==> config.mk <==
export PLATFORM = sky130hd
export DESIGN_NAME = dmem_mmio
export DESIGN_NICKNAME = d
export VERILOG_FILES = /design/src/rtl/dmem_mmio.sv
export SDC_FILE = /design/constraint.sdc
export NUM_CORES = 2
export LEC_CHECK = 0
export BUFFER_PORTS_ARGS = -buffer_cell sky130_fd_sc_hd__buf_4
export CELL_PAD_IN_SITES_DETAIL_PLACEMENT = 0
export CELL_PAD_IN_SITES_GLOBAL_PLACEMENT = 1
export CORE_AREA = 2 2 641 388
export CTS_CLUSTER_SIZE = 28
export DETAILED_ROUTE_END_ITERATION = 16
export DIE_AREA = 0 0 643 390
export HOLD_SLACK_MARGIN = 0.15
export PLACE_DENSITY = 0.59
export SYNTH_ARGS = -nofsm -noshare
export SYNTH_HDL_FRONTEND = slang
export SYNTH_SLANG_ARGS = --single-unit
==> constraint.sdc <==
create_clock -name clk -period 15.9 [get_ports clk]
set_input_delay 3.975 -clock clk [delete_from_list [all_inputs] [get_ports clk]]
set_output_delay 3.975 -clock clk [all_outputs]
set_load 0.03 [all_outputs]
==> src/rtl/dmem_mmio.sv <==
// Data-side responder for the single-cycle MIPS core: word-addressed RAM plus an MMIO window
// (TX FIFO, status, cycle counter, done/result). Define DMEM_WRITE_TRACE_EN to build the TRACE register.
module dmem_mmio #(
  parameter int unsigned RAM_WORDS  = 64,
  parameter int unsigned FIFO_DEPTH = 8
) (
  input  logic        clk,
  input  logic        reset,
  input  logic        memwrite,
  input  logic [31:0] dataadr,
  input  logic [31:0] writedata,
  output logic [31:0] readdata,
  output logic        tx_valid,
  output logic [31:0] tx_data,
  input  logic        tx_ready,
  output logic        done,
  output logic [31:0] result
);

  localparam int unsigned AW = $clog2(RAM_WORDS);
  localparam int unsigned PW = $clog2(FIFO_DEPTH);
  localparam int unsigned CW = PW + 1;

  typedef enum logic [2:0] {
    REG_TXDATA = 3'd0,
    REG_STATUS = 3'd1,
    REG_CYCLES = 3'd2,
    REG_DONE   = 3'd3,
    REG_TRACE  = 3'd4
  } mmio_reg_e;

  logic          is_mmio;
  logic [AW-1:0] ram_idx;
  logic [2:0]    reg_sel;
  logic          ram_we;
  logic          tx_we;
  logic          done_we;
  logic          unused_addr;

  assign is_mmio     = dataadr[31];
  assign ram_idx     = dataadr[AW+1:2];
  assign reg_sel     = dataadr[4:2];
  assign ram_we      = memwrite & ~is_mmio;
  assign tx_we       = memwrite & is_mmio & (reg_sel == REG_TXDATA);
  assign done_we     = memwrite & is_mmio & (reg_sel == REG_DONE);
  assign unused_addr = ^{dataadr[30:5], dataadr[1:0]};

  // RAM is deliberately left out of reset; a write coinciding with reset is dropped.
  logic [31:0] ram [RAM_WORDS];

  always_ff @(posedge clk) begin
    if (!reset && ram_we) begin
      ram[ram_idx] <= writedata;
    end
  end

  logic [31:0]   fifo_mem [FIFO_DEPTH];
  logic [PW-1:0] wr_ptr;
  logic [PW-1:0] rd_ptr;
  logic [CW-1:0] count;
  logic          overflow;
  logic          empty;
  logic          full;
  logic          do_pop;
  logic          do_push;

  assign empty    = (count == '0);
  assign full     = (count == CW'(FIFO_DEPTH));
  assign do_pop   = ~empty & tx_ready;
  // A full FIFO still accepts a push when the head leaves in the same cycle.
  assign do_push  = tx_we & (~full | do_pop);
  assign tx_valid = ~empty;
  assign tx_data  = empty ? '0 : fifo_mem[rd_ptr];

  always_ff @(posedge clk) begin
    if (!reset && do_push) begin
      fifo_mem[wr_ptr] <= writedata;
    end
  end

  always_ff @(posedge clk) begin
    if (reset) begin
      wr_ptr   <= '0;
      rd_ptr   <= '0;
      count    <= '0;
      overflow <= 1'b0;
    end else begin
      if (do_push) begin
        wr_ptr <= wr_ptr + 1'b1;
      end
      if (do_pop) begin
        rd_ptr <= rd_ptr + 1'b1;
      end
      if (do_push && !do_pop) begin
        count <= count + 1'b1;
      end else if (do_pop && !do_push) begin
        count <= count - 1'b1;
      end
      if (tx_we && full && !do_pop) begin
        overflow <= 1'b1;
      end
    end
  end

  logic [31:0] cycles;

  always_ff @(posedge clk) begin
    if (reset) begin
      cycles <= '0;
    end else begin
      cycles <= cycles + 1'b1;
    end
  end

  always_ff @(posedge clk) begin
    if (reset) begin
      done   <= 1'b0;
      result <= '0;
    end else if (done_we) begin
      done   <= 1'b1;
      result <= writedata;
    end
  end

`ifdef DMEM_WRITE_TRACE_EN
  logic [15:0] trace_cnt;
  logic [15:0] trace_idx;

  always_ff @(posedge clk) begin
    if (reset) begin
      trace_cnt <= '0;
      trace_idx <= '0;
    end else if (ram_we) begin
      trace_cnt <= trace_cnt + 1'b1;
      trace_idx <= 16'(ram_idx);
    end
  end
`endif

  logic [31:0] status;
  assign status = {16'h0000, 8'(count), 5'b00000, overflow, full, empty};

  always_comb begin
    readdata = '0;
    if (!is_mmio) begin
      readdata = ram[ram_idx];
    end else begin
      case (reg_sel)
        REG_STATUS: readdata = status;
        REG_CYCLES: readdata = cycles;
        REG_DONE:   readdata = result;
`ifdef DMEM_WRITE_TRACE_EN
        REG_TRACE:  readdata = {trace_idx, trace_cnt};
`endif
        default:    readdata = '0;
      endcase
    end
  end

endmodule

Yosys cells after proc, flatten, opt, wreduce, memory -nomap -nowiden
Memory sizes are Yosys's and may differ from the RTL's. A register that Yosys moved wholly into a read port is not among the register bits.
Cells that the tools add are included.
{"block": "word_totals", "memories": 2, "inputBits": 68, "ff_bits": 76, "ramBits": 2304}
{"block": "classes", "addsub": 5, "muxes": 11, "n_reduce_logical": 12, "eq_ne": 4, "n_bitwise": 10}
{"name": "ram", "words": 64, "width": 32, "rd": 1, "rd_ports_with_merged_regs": 0, "write_ports": 1, "line_no": "49", "source": "logic [31:0] ram [RAM_WORDS];"}
{"name": "fifo_mem", "words": 8, "width": 32, "rd": 1, "rd_ports_with_merged_regs": 1, "write_ports": 1, "line_no": "57", "source": "logic [31:0] fifo_mem [FIFO_DEPTH];"}
{"op": "$pmux 32 s3", "n": 1}
{"op": "$mux 32", "n": 2}
{"op": "$add 32x1->32 const B", "n": 1}
{"op": "$mux 4", "n": 2}
{"op": "$add 3x1->3 const B", "n": 2}
{"op": "$and 1x1->1", "n": 6}
{"op": "$eq 3x2->1 const B", "n": 2}
{"op": "$logic_and 1x1->1", "n": 6}
{"op": "$mux 3", "n": 2}
{"op": "$add 4x1->4 const B", "n": 1}
{"op": "$eq 4x4->1 const B", "n": 1}
{"op": "$logic_not 4->1", "n": 1}
{"op": "$mux 1", "n": 4}
{"op": "$sub 4x1->4 const B", "n": 1}
{"op": "$eq 3x1->1 const B", "n": 1}
{"op": "$logic_not 1->1", "n": 3}
{"op": "$logic_not 3->1", "n": 1}
{"op": "$not 1->1", "n": 3}
{"op": "$reduce_bool 2->1", "n": 1}
{"op": "$or 1x1->1", "n": 1}

Depth between registers and ports, before layout
{"block": "logic_depth", "depth_word": 9, "mapped_depth": 15}

Worst setup path before layout
OpenSTA, ideal clock, no wires.
{"block": "synth_timing", "path_type": "input to output", "start": "in dataadr[4]", "end": "out readdata[6]", "stages": 9, "path_slack_ps": 5929, "path_buffers": 4, "arrival_ps": 5996, "path_cell_list": "buf_2 > buf_4 > buf_6 > nor3b_1 > clkbuf_1 > a22oi_1 > a31o_2 > and4_1 > a32oi_1"}
{"block": "synth_between", "elab_chain_len": 3, "word_cells_on_any_way": 6}
{"element": "start: declaration", "line_no": "10", "source": "input logic [31:0] dataadr,"}
{"element": "parallel branches: the longest is 2 deep, another holds $mem_v2 64x32"}
{"element": "$mux 32 (*)", "line_no": "145", "source": "if (!is_mmio) begin"}
{"element": "end: declaration", "line_no": "12", "source": "output logic [31:0] readdata,"}
Mark *: on every way between the ends.

Worst setup path after layout
{"block": "layout_timing", "start": "in dataadr[2]", "end": "out readdata[22]"}
Same word-level chain as after synthesis.

==> results.toml <==
[outcome]
failed_checks = "max-capacitance violations, max-slew violations"
outcome = "finished with violations"

[clock_network]
cts.repair.resized = 0
cts_setup_buffers = 0
cts_hold_buf = 0
clockRootBuffer = "clkbuf_16"
cts_tree = "done"
clock_latency_ns = 0.87
htreeDepth = 4
clk_path_buf_depth = 4
clock-sinks = 2383
clk_pin_slew_ns = 0.07
cts-buffers-inserted = 218

[timing]
final-hold-violation-count = 0
slew_violations = 1
slew_headroom = -0.00159
rsz0062_at_grt = "false"
totalNegativeSetupSlack_ns = 0
finalSetupViolCount = 0
fin_crit_ns = 12.71
tightestPinTransition_ns = 1.49
fin_skew_ns = 0.0242
period_share = 0.799
fmax_mhz = 78.7

[synth]
synth-seq-cells = 2383
ys_seq_area_frac = 0.764
yosys.area.top_type = "edfxtp_1"
syn-num-nets = 5214
synth_largest_type_area_fraction = 0.747
ys.flop_type = "edfxtp_1"
yosys_warnings = 0
synth_edf_count = 2304
synthesis.area_um2 = 92700
synth_cell_type_count = 79
syn_inst = 5139
async_flop_share = 0
synth_area_per_cell_um2 = 18.0
synth_area_leaders = "edfxtp_1, mux4_2, mux2i_1"

[placed_design]
dp.cells = 8418
hpwl_um = 196000
postPlaceCellArea_um2 = 98400
gp_congestion = 0.881
portBuffers = 140

[drt]
vias = 54600
drtPass1Iterations = 6
ant_nets = 0
drc = 0
wl_per_cell_um = 38.4
drt_iter0_drc = 9363
drt-total-wl_um = 339000
via_per_inst = 6.19

[finish]
area_growth_pct = 13.3
nets = 5424
fin_area_um2 = 105000
final_cells = 8813
drive_gt1_frac = 0.206
fin_util = 0.429

[hold_path]
min_path_cells = 2
hold_class = "register to register"
holdCritStartpoint = "rd_ptr[1]"

[floorplan]
die_x_um = 643
ioPinCount = 166
core_um2 = 245000
start_util = 0.378
rows = 141
die_h_um = 390
die_area_um2 = 251000

[critical_path]
worstPathArrival_ns = 8.73
crit_path_end_kind = "output port"
crit_chain = "buf_8 > buf_4 > mux2i_1 > o32ai_1 > nor4_1 > o211ai_1 > o31a_1 > buf_4"
reg2reg_depth = 12
cpPeakStageDelay_ns = 1.22
start_kind = "input pin"
cp_slowest_cell = "mux2i_1"
worst_path_most_repeated_cell = "buf_4"
reg2reg_to = "count[3]"
cp.required_ns = 11.93
path_max_fanout = 59
rrSetupSlack_ns = 12.54
r2r_start = "count[0]"
criticalPathCategory = "input pin to output port"

[global_routing]
grt_pass1_wl_um = 452000
antenna_found_initial = 35
grtUsageMet1 = 0.405
use_met2 = 0.361
met3_usage = 0.0796
grt_remaining_overflow = 0
grt_max_degree = 94
grt_pass1_vias = 49800
top_usage_layer = "met1"
track_usage = 0.264

[power]
cellLeakagePower_nw = 32.7
vdd_drop_max_mv = 0.0880
p_per_area_nw_per_um2 = 125
power_mw = 13.2

[flow_run]
cap_violations = 2
[final cells by class]
class,count,area (um2)
clock inverters,102,627
multi-input cells,2387,20600
flip-flops and latches,2383,70800
clock buffers,283,5920
well taps,3289,4120
inverters,9,46.3
fillers,21600,140000
diodes,10,25.0
repair buffers,350,2880
[how the worst max path moves through the flow]
stage                     startpoint            to  slack, ns  cells after the start
after floorplan           dataadr[4]   readdata[6]       5.93                      9
after global placement    dataadr[2]  readdata[25]       3.49                     10
after detailed placement  dataadr[2]  readdata[25]       3.43                     10
after CTS                 dataadr[2]  readdata[25]       3.42                     10
after global routing      dataadr[2]  readdata[25]       3.26                     10
final                     dataadr[2]  readdata[22]       3.19                      8
[per-layer routing]
layer	share of wire	up-vias
met4	0.027	14
met2	0.41	3338
met1	0.44	29200
li1	-	21600
met3	0.13	440
met5	0.00026	-
[cell families after synthesis]
| family | synth area share |
|---|---|
| DFF | 0.764 |
| AOI/OAI and AO/OA | 0.0883 |
| muxes | 0.0936 |
| and+or+nand+nor | 0.0289 |
| buffers and inverters | 0.0212 |
| xor gates and xnor gates | 0.00321 |
| adders and majority gates | 0.00103 |
[worst max-delay path, delay by kind of cell]
family | cells | cell delay [ns]
buf+inv | 3 | 1.40
simple gates | 1 | 0.52
compound gates | 3 | 1.45
mux | 1 | 1.22
[flip-flops by register name, indices dropped and copies added, names as in the netlist, named ones only]
signal and cells:
result 32, wr_ptr 3, rd_ptr 3, cycles 32, fifo_mem 256, count 4
done 1, ram 2048, overflow 1
[metrics by stage]
step | worst slack (ns) | hold WS, ns
after floorplan | 5.93 | 0.437
after global placement | 3.49 | 0.454
after detailed placement | 3.43 | 0.471
after CTS | 3.42 | 0.483
after global routing | 3.26 | 0.513
final | 3.19 | 0.480
[cell usage after synthesis (49+ instances only)]
cell type	instances
a221o_1	54
nand2_1	178
buf_2	140
mux2i_1	254
o22ai_1	101
a21oi_1	170
edfxtp_1	2304
a22oi_1	191
a22o_1	54
mux4_2	157
dfxtp_1	79
clkbuf_1	116
o21ai_0	116
nor2_1	233
a221oi_1	219
mux2_2	224
buf_4	49
[cells in the final DEF, fill, tap and decap left out, types with 43 or more instances in the layout]
cell	instances
buf_4	329
a221o_1	54
clkbuf_1	52
a22oi_1	191
nor2_1	166
clkbuf_16	226
a21oi_1	170
mux4_2	157
o21ai_0	114
a221oi_1	219
o22ai_1	100
dfxtp_1	76
edfxtp_1	2304
a22o_1	54
mux2_2	224
clkinv_1	50
nand2_1	178
nor2_4	65
clkinv_2	43
mux2i_1	254
[power breakdown]
part | leakage, nW | internal (mW) | switching (mW)
logic | 8.12 | 0.347 | 0.834
clock network | 3.23 | 2.72 | 2.33
registers | 21.3 | 6.90 | 0.0369
Power figures use the tool's default switching activity.
